`src/rtl/dsp_mac_sequencer.sv`:
```
// Streams A/B operand pairs into a DSP48A1 slice configured as a multiply-accumulate
// engine, tracks its M/P pipeline and hands back the 48-bit dot product.
module dsp_mac_sequencer #(
  parameter int LEN_W = 8
) (
  input  logic             CLK,
  input  logic             RST_N,
  input  logic             start_valid,
  output logic             start_ready,
  input  logic [LEN_W-1:0] start_len,
  input  logic             in_valid,
  output logic             in_ready,
  input  logic [17:0]      in_a,
  input  logic [17:0]      in_b,
  output logic             res_valid,
  input  logic             res_ready,
  output logic [47:0]      res_data,
  output logic             busy,
  output logic [17:0]      dsp_A,
  output logic [17:0]      dsp_B,
  output logic [7:0]       dsp_OPMODE,
  output logic             dsp_CEA,
  output logic             dsp_CEB,
  output logic             dsp_CEM,
  output logic             dsp_CEP,
  input  logic [47:0]      dsp_P
);

  typedef enum logic [1:0] {IDLE, LOAD, DRAIN, RESULT} state_t;

  localparam logic [7:0] OPM_FIRST = 8'h01;  // X=M, Z=0
  localparam logic [7:0] OPM_ACC   = 8'h09;  // X=M, Z=P

  state_t           state_reg, state_next;
  logic [LEN_W-1:0] count_reg, count_next;
  logic             first_reg, first_next;
  logic [47:0]      res_data_reg, res_data_next;
  logic             v1_reg, f1_reg, v2_reg;
  logic             start_fire, in_fire, res_fire;

  assign start_ready = (state_reg == IDLE);
  assign in_ready    = (state_reg == LOAD);
  assign res_valid   = (state_reg == RESULT);
  assign busy        = (state_reg != IDLE);

  assign start_fire = start_valid & start_ready;
  assign in_fire    = in_valid & in_ready;
  assign res_fire   = res_valid & res_ready;

  // Operands go straight to the slice's A1/B1 registers, gated by the fire strobe.
  assign dsp_A   = in_ready ? in_a : '0;
  assign dsp_B   = in_ready ? in_b : '0;
  assign dsp_CEA = in_fire;
  assign dsp_CEB = in_fire;
  assign dsp_CEM = v1_reg;
  assign dsp_CEP = v2_reg;

  // OPMODE is registered in the slice alongside M, so the choice follows the stage-1 tag.
  always_comb begin
    dsp_OPMODE = 8'h00;
    if (busy) begin
      dsp_OPMODE = (v1_reg && f1_reg) ? OPM_FIRST : OPM_ACC;
    end
  end

  assign res_data = res_data_reg;

  always_comb begin
    state_next    = state_reg;
    count_next    = count_reg;
    first_next    = first_reg;
    res_data_next = res_data_reg;
    case (state_reg)
      IDLE: begin
        if (start_fire) begin
          if (start_len != '0) begin
            count_next = start_len;
            first_next = 1'b1;
            state_next = LOAD;
          end else begin
            res_data_next = '0;
            state_next    = RESULT;
          end
        end
      end
      LOAD: begin
        if (in_fire) begin
          count_next = count_reg - LEN_W'(1);
          first_next = 1'b0;
          if (count_reg == LEN_W'(1)) begin
            state_next = DRAIN;
          end
        end
      end
      DRAIN: begin
        // Both pipeline stages empty means P holds the final sum.
        if (!v1_reg && !v2_reg) begin
          res_data_next = dsp_P;
          state_next    = RESULT;
        end
      end
      RESULT: begin
        if (res_fire) begin
          state_next = IDLE;
        end
      end
      default: state_next = IDLE;
    endcase
  end

  always_ff @(posedge CLK or negedge RST_N) begin
    if (!RST_N) begin
      state_reg    <= IDLE;
      count_reg    <= '0;
      first_reg    <= 1'b0;
      res_data_reg <= '0;
      v1_reg       <= 1'b0;
      f1_reg       <= 1'b0;
      v2_reg       <= 1'b0;
    end else begin
      state_reg    <= state_next;
      count_reg    <= count_next;
      first_reg    <= first_next;
      res_data_reg <= res_data_next;
      v1_reg       <= in_fire;
      f1_reg       <= in_fire & first_reg;
      v2_reg       <= v1_reg;
    end
  end

endmodule
```
`config.mk`:
```
export PLATFORM = sky130hd
export DESIGN_NAME = dsp_mac_sequencer
export DESIGN_NICKNAME = d
export VERILOG_FILES = /design/src/rtl/dsp_mac_sequencer.sv
export SDC_FILE = /design/constraint.sdc
export NUM_CORES = 1
export LEC_CHECK = 0
export ABC_AREA = 1
export CAP_MARGIN = 30
export CORE_MARGIN = 8
export CORE_UTILIZATION = 39
export DETAILED_ROUTE_END_ITERATION = 8
export MAX_ROUTING_LAYER = met4
export PLACE_DENSITY = 0.81
export SLEW_MARGIN = 15
export SYNTH_ARGS = -nofsm -noshare
export SYNTH_HDL_FRONTEND = slang
export SYNTH_SLANG_ARGS = --single-unit
```
`constraint.sdc`:
```
create_clock -name CLK -period 2.3 [get_ports CLK]
set_input_delay 0.46 -clock CLK [delete_from_list [all_inputs] [get_ports CLK]]
set_output_delay 0.46 -clock CLK [all_outputs]
set_load 0.02 [all_outputs]
```
==> Word-level counts from Yosys, hierarchy flattened <==
Cells that the tools add are included.
{ "word_totals": {"ff_bits": 62, "inputBits": 97, "out_inout_bits": 100} }
{ "op_classes": {"addsub": 1, "eq_ne": 11, "n_mux": 23, "bitwise_logic": 4, "n_reduce_logical": 12} }
{ "op_table": {"columns": ["operator", "count"], "rows": [
  ["$mux 48", 3],
  ["$pmux 48 s2", 1],
  ["$mux 18", 2],
  ["$mux 8", 3],
  ["$pmux 8 s2", 1],
  ["$mux 2", 6],
  ["$ne 2x1->1 const B", 5],
  ["$eq 8x1->1 const B", 1],
  ["$mux 4", 2],
  ["$pmux 2 s4", 1],
  ["$reduce_and 4->1", 2],
  ["$reduce_bool 8->1", 1],
  ["$sub 8x1->8 const B", 1],
  ["$reduce_bool 2->1", 3],
  ["$reduce_and 5->1", 1],
  ["$and 1x1->1", 4],
  ["$eq 2x2->1 const B", 2],
  ["$ne 2x2->1 const B", 2],
  ["$mux 1", 3],
  ["$eq 2x1->1 const B", 1],
  ["$logic_and 1x1->1", 2],
  ["$logic_not 1->1", 2],
  ["$logic_not 2->1", 1],
  ["$pmux 1 s2", 1]
]} }

==> Depth between registers and ports, before layout <==
Gate-level depths: netlist of the first run.
{ "logic_depth": {"depth_word": 4, "mapped_depth": 11} }

==> Worst setup path after synthesis of the first run <==
Ideal clock, no wire load.
{ "synth_path": {"path_kind": "register to output", "start": "register state_reg[1]", "end": "output port dsp_CEB", "t_arrival_ns": 1.720, "required_ns": 1.840, "slack_ns": 0.120, "stages_incl_launch_ff": 8, "path_buffers": 3, "path_cell_list": "dfrtp_1 inv_1 ha_1 buf_2 buf_1 nand2_1 inv_1 buf_4"} }
{ "synth_via": {"elab_chain_len": 2} }
{ "synth_lines": {"columns": ["element", "line_no", "text"], "rows": [
  ["start: declaration", "34", "state_t state_reg, state_next;"],
  ["start signal: assignment", "121", "state_reg <= state_next;"],
  ["$eq 2x1->1", "42", "assign in_ready = (state_reg == LOAD);"],
  ["named net in_ready", "12", "output logic in_ready,"],
  ["$and 1x1->1", "47", "assign in_fire = in_valid & in_ready;"],
  ["end: declaration", "23", "output logic dsp_CEB,"]
]} }
The timed path passes the listed nets, and every way through them passes these cells.

==> Worst setup path after layout of the first run <==
{ "layout_path": {"start": "register state_reg[1]", "end": "output port dsp_A[1]"} }
{ "layout_via": {"elab_chain_len": 2} }
{ "layout_lines": {"columns": ["element", "line_no", "text"], "rows": [
  ["$eq 2x1->1", "42", null],
  ["$mux 18", "51", "assign dsp_A = in_ready ? in_a : '0;"],
  ["end: declaration", "19", "output logic [17:0] dsp_A,"]
]} }
Every way passes these cells.

==> metrics.cfg, run 1 <==
[timing]
setup_viol_count_final = 0
finalMaxSlewViolations = 0
finalCriticalPeriod_ns = 2.23
skew_ns = 0.00709
fmaxAchievable_mhz = 449
worstMarginPinSlew_ns = 0.504
maxSlewHeadroom = 0.664
fin_ws_ns = 0.0718
period_share = 0.969
hold_viol = 0

[grt]
grt_max_degree = 63
grt_pass1_vias = 3748
grt_pass1_wl_um = 19200
gr-usage-all-layers = 0.192
antenna_found_initial = 0
global_route.overflow_total = 0

[layout]
mostFrequentLayoutCells = nand2_1, clkdlybuf4s50_1, dfrtp_1, inv_1, nand3b_1
fin_area_um2 = 5640
synthToLayoutAreaGrowth_pct = 60.7
drive_above_1_share = 0.0551
layout_commonest_cell = nand2_1
num-fill-cells = 743
largest_reg_flops = 48
fin_nets = 772
num_antenna_cells = 0

[power_and_ir_drop]
powerDensity_nw_per_um2 = 1160
leakage_nw = 3.02
peakVddDrop_v = 0.000794

[route]
via_count = 3700
remaining_drc_errors = 0
drt-wirelength-per-cell_um = 15.4
routed_via_density = 4.74
routed_wl_um = 12000
drtIter0Drc = 197
final_antenna_net_count = 0
firstDrtPassIters = 6

[yosys]
synthCells = 486
seq_area_frac_synth = 0.443
synth.distinct_cells = 20
ys_ff_latch = 62
synth_area_per_cell_um2 = 7.21
netlist_area_um2 = 3510
yosys_warnings = 0

[floorplan]
core_area_um2 = 8720
die_x_um = 111
die_h_um = 111
num_io_pins = 197
die-area_um2 = 12300
row_count = 34
start_util = 0.402

[cts]
clk_path_buf_depth = 2
clock-sinks = 62
tritoncts = yes
holdBufCountCts = 0
cts-root-buf = clkbuf_8
clk_pin_slew_ns = 0.07
clock_latency_ns = 0.33
cts_buffers = 9
htreeDepth = 3

[critical_path]
worst-path-buf-inv = 4
crit_path_frequent_cell = inv_1
crit_fanout = 24
cp-start-kind = flop
cp.required_ns = 1.84
critical_path_arrival_ns = 1.77
cp-end-kind = output port
critical_path.top_delay_family = buffers and inverters
path_cells = inv_1 > ha_2 > clkbuf_16 > nand2_1 > inv_1 > dlygate4sd2_1
slowest_stage = dfrtp_1
criticalPathCategory = reg2out
slowest_delay_ns = 0.42

[run_status]
status = finished, final reports clean

[job]
maxCapViolCount = 0

[place]
gp_congestion = 0.854
port_buffers = 190
pre_cts_slack_ns = 0.0723
dp_hpwl_um = 8880
placed_area_um2 = 5490

[worst_hold_path]
hold_path_class = in2async

-- layer usage --
metal	GRT usage	wire length (um)
met5	-	0
met4	0.0477	123
met3	0.0373	541
met2	0.329	6050
met1	0.226	5300
-- path summary, 6_finish.rpt --
kind                                               start                        to  slack (ns)  cells after the start
worst max-delay path            state_reg[1]$_DFFE_PN0P_                  dsp_A[1]        0.07                      6
worst min-delay path                               RST_N  res_data[42]$_DFFE_PN0P_        0.11                      2
worst max register to register  state_reg[1]$_DFFE_PN0P_  count_reg[0]$_DFFE_PN0P_        0.21                     10
worst min register to register         dsp_CEM$_DFF_PN0_         dsp_CEP$_DFF_PN0_        0.43                      0
max in group asynchronous                          RST_N         dsp_CEM$_DFF_PN0_        1.88                      2
min in group CLK                       dsp_CEM$_DFF_PN0_         dsp_CEP$_DFF_PN0_        0.43                      0
-- through the flow --
stage	util	TNS [ns]	hold slack [ns]	total power, mW	cells
final	0.646	0	0.113	6.53	780
after global routing	0.646	-0.000148	0.146	7.00	780
after CTS	0.643	0	0.134	6.50	779
after detailed placement	0.629	0	0.421	5.80	764
after global placement	0.629	0	0.419	5.68	764
after floorplan	-	0	0.164	4.01	491
-- cell usage after synthesis (all sizes together) --
cell type    n  share of area
nor2        19          0.020
conb         1         0.0011
o21ai       18          0.027
nand2      223           0.24
nand4        1         0.0018
ha           7          0.025
clkbuf       7         0.0075
buf         28          0.050
inv         57          0.061
nor3         1         0.0014
dfrtp       62           0.44
nand3b      48           0.10
a21oi        6         0.0096
nand3        8          0.011
-- cell type report --
cell class                 count  area [um^2]  share of cell area
clock buffer                  11          151              0.0269
clock inverter                 4         22.5             0.00400
tap                          108          135              0.0240
multi-input combinational    337         1580               0.280
timing repair buffer         201         1980               0.352
inverter                      57          214              0.0380
sequential                    62         1550               0.275
-- cells by family (layout without fill, tap and decap cells) --
family                     count (synthesis)  count (layout)  share of synthesized area
AOI/OAI and AO/OA                         24              24                     0.0364
and+or+nand+nor                          300             300                      0.377
DFF                                       62              62                      0.443
adders and majority gates                  7               7                     0.0250
other                                      1               6                    0.00107
buffers and inverters                     92             273                      0.118
-- timing repair --
action | in CTS | in global routing
gates resized for setup | 44 | 19
gates cloned | 0 | 1
setup endpoints to repair | 42 | 31
buffers inserted | 0 | 0
-- power breakdown --
part,leakage [nW],total [mW],switching [mW],internal [mW]
clock,0.0910,0.859,0.421,0.438
sequential,0.828,1.74,0.248,1.49
combinational,2.10,3.93,2.37,1.56
No activity file was read; power rests on OpenSTA's default activity.
==> run 2, diff against run 1 <==
--- a/config.mk
+++ b/config.mk
@@ -8,10 +8,10 @@
 export ABC_AREA = 1
 export CAP_MARGIN = 30
 export CORE_MARGIN = 8
-export CORE_UTILIZATION = 39
+export CORE_UTILIZATION = 30
 export DETAILED_ROUTE_END_ITERATION = 8
 export MAX_ROUTING_LAYER = met4
-export PLACE_DENSITY = 0.81
+export PLACE_DENSITY = 0.65
 export SLEW_MARGIN = 15
 export SYNTH_ARGS = -nofsm -noshare
 export SYNTH_HDL_FRONTEND = slang
==> run 2 against run 1 <==
Clock skew is 0.0013 ns higher. Critical path depth is the same. Hold slack gained 0.0074 ns. Wire length grew 1.0%. Highest routed layer unchanged. Final cell count up 4.2%. Total power rose by 5.6%. Critical path type unchanged. Largest cell class unchanged.
==> metrics.cfg, run 2 (synthesized netlist as in run 1, its figures left out) <==
[floorplan]
die_h_um = 124
die-area_um2 = 15400
core_area_um2 = 11400
die_x_um = 124
start_util = 0.307
num_io_pins = 197
row_count = 39

[layout]
mostFrequentLayoutCells = nand2_1, clkdlybuf4s50_1, dfrtp_1, inv_1, nand3b_1
drive_above_1_share = 0.0522
fin_nets = 771
layout_commonest_cell = nand2_1
fin_area_um2 = 5800
synthToLayoutAreaGrowth_pct = 65.3
largest_reg_flops = 48
num_antenna_cells = 0
num-fill-cells = 1125

[route]
drt-wirelength-per-cell_um = 14.9
routed_wl_um = 12100
via_count = 3672
drtIter0Drc = 283
routed_via_density = 4.52
firstDrtPassIters = 5
final_antenna_net_count = 0
remaining_drc_errors = 0

[critical_path]
criticalPathCategory = reg2out
cp-start-kind = flop
critical_path_arrival_ns = 1.78
cp-end-kind = output port
cp.required_ns = 1.84
crit_fanout = 24

[timing]
fmaxAchievable_mhz = 447
skew_ns = 0.00842
final.setup.tns_ns = 0
finalMaxSlewViolations = 0
period_share = 0.973
worstMarginPinSlew_ns = 0.536
hold_viol = 0
fin_ws_ns = 0.0622
maxSlewHeadroom = 0.643
setup_viol_count_final = 0
hold_ws_ns = 0.121
finalCriticalPeriod_ns = 2.24

[grt]
grt_max_degree = 50
grt_pass1_wl_um = 18500
global_route.overflow_total = 0
gr-usage-all-layers = 0.154
grt_pass1_vias = 3673
antenna_found_initial = 0

[cts]
tritoncts = yes
clock_latency_ns = 0.32
holdBufCountCts = 0
clk_path_buf_depth = 2
htreeDepth = 3
cts-root-buf = clkbuf_16
cts_buffers = 9
clk_pin_slew_ns = 0.05
clock-sinks = 62
cts_setup_buffers = 0

[power_and_ir_drop]
powerDensity_nw_per_um2 = 1190
leakage_nw = 3.05
peakVddDrop_v = 0.000722

[run_status]
status = finished, final reports clean

[job]
maxCapViolCount = 0

[place]
port_buffers = 190
pre_cts_slack_ns = 0.0972
dp_hpwl_um = 8920
placed_area_um2 = 5550
gp_congestion = 0.930

[worst_hold_path]
hold_path_class = in2async

-- run 2: cell count changes in the layout (fill, tap and decap cells not counted), sizes merged --
cell           before  now
buf                11   10
clkbuf             16   15
clkdlybuf4s15      11   15
clkinv              3    2
clkinvlp            1    2
dlygate4sd2        27   22
dlymetal6s2s        1    2
-- run 2: report_power, final --
| group | switching [mW] | leakage [nW] | internal, mW |
|---|---|---|---|
| Clock | 0.459 | 0.126 | 0.741 |
| Sequential | 0.245 | 0.828 | 1.49 |
| Combinational | 2.36 | 2.10 | 1.60 |
-- run 2: worst max-delay path: stages (launching register included) --
cell           delay (ns)
dfrtp_1              0.41
inv_1                0.12
ha_2                 0.26
clkbuf_16            0.22
nand2_1              0.07
inv_1                0.05
dlygate4sd2_1        0.33
-- run 2: per-layer routing --
metal	routed length, um	track usage	share of wire	vias up
met5	0	-	0	-
li1	-	-	-	1823
met3	819	0.0317	0.067	10
met4	85	0.0401	0.0070	0
met2	5790	0.235	0.48	137
met1	5450	0.203	0.45	1702
-- run 2: metrics by stage --
| step | cells | utilization | power [mW] |
|---|---|---|---|
| CTS | 812 | 0.504 | 6.91 |
| global placement | 798 | 0.486 | 5.77 |
| global route | 813 | 0.508 | 7.41 |
| floorplan | 491 | - | 4.01 |
| detailed placement | 798 | 0.486 | 5.84 |
| finish | 813 | 0.508 | 6.89 |
-- run 2: worst paths after layout --
check	from	to	slack, ns	depth (start not counted)
max	state_reg[1]$_DFFE_PN0P_	dsp_B[10]	0.06	6
min	RST_N	res_data[40]$_DFFE_PN0P_	0.12	1
max reg2reg	state_reg[1]$_DFFE_PN0P_	count_reg[3]$_DFFE_PN0P_	0.21	10
min reg2reg	dsp_CEM$_DFF_PN0_	dsp_CEP$_DFF_PN0_	0.43	0
max in group asynchronous	RST_N	count_reg[7]$_DFFE_PN0P_	1.62	2
min in group CLK	dsp_CEM$_DFF_PN0_	dsp_CEP$_DFF_PN0_	0.43	0
-- run 2: repair_timing --
action                                  4_1_cts  5_1_grt
gates cloned                                  0        1
endpoints found under the setup margin       42       27
endpoints found under the hold margin         0        0
resized for setup                            41       26
-- run 2: area by class of cell --
type / instances / area [um^2] / share of cell area
multi-input combinational: 337 / 1580 / 0.272
clock inverter: 4 / 25.0 / 0.00432
clock buffer: 10 / 239 / 0.0412
inverter: 57 / 214 / 0.0369
sequential: 62 / 1550 / 0.268
tap: 143 / 179 / 0.0309
timing repair buffer: 200 / 2010 / 0.347
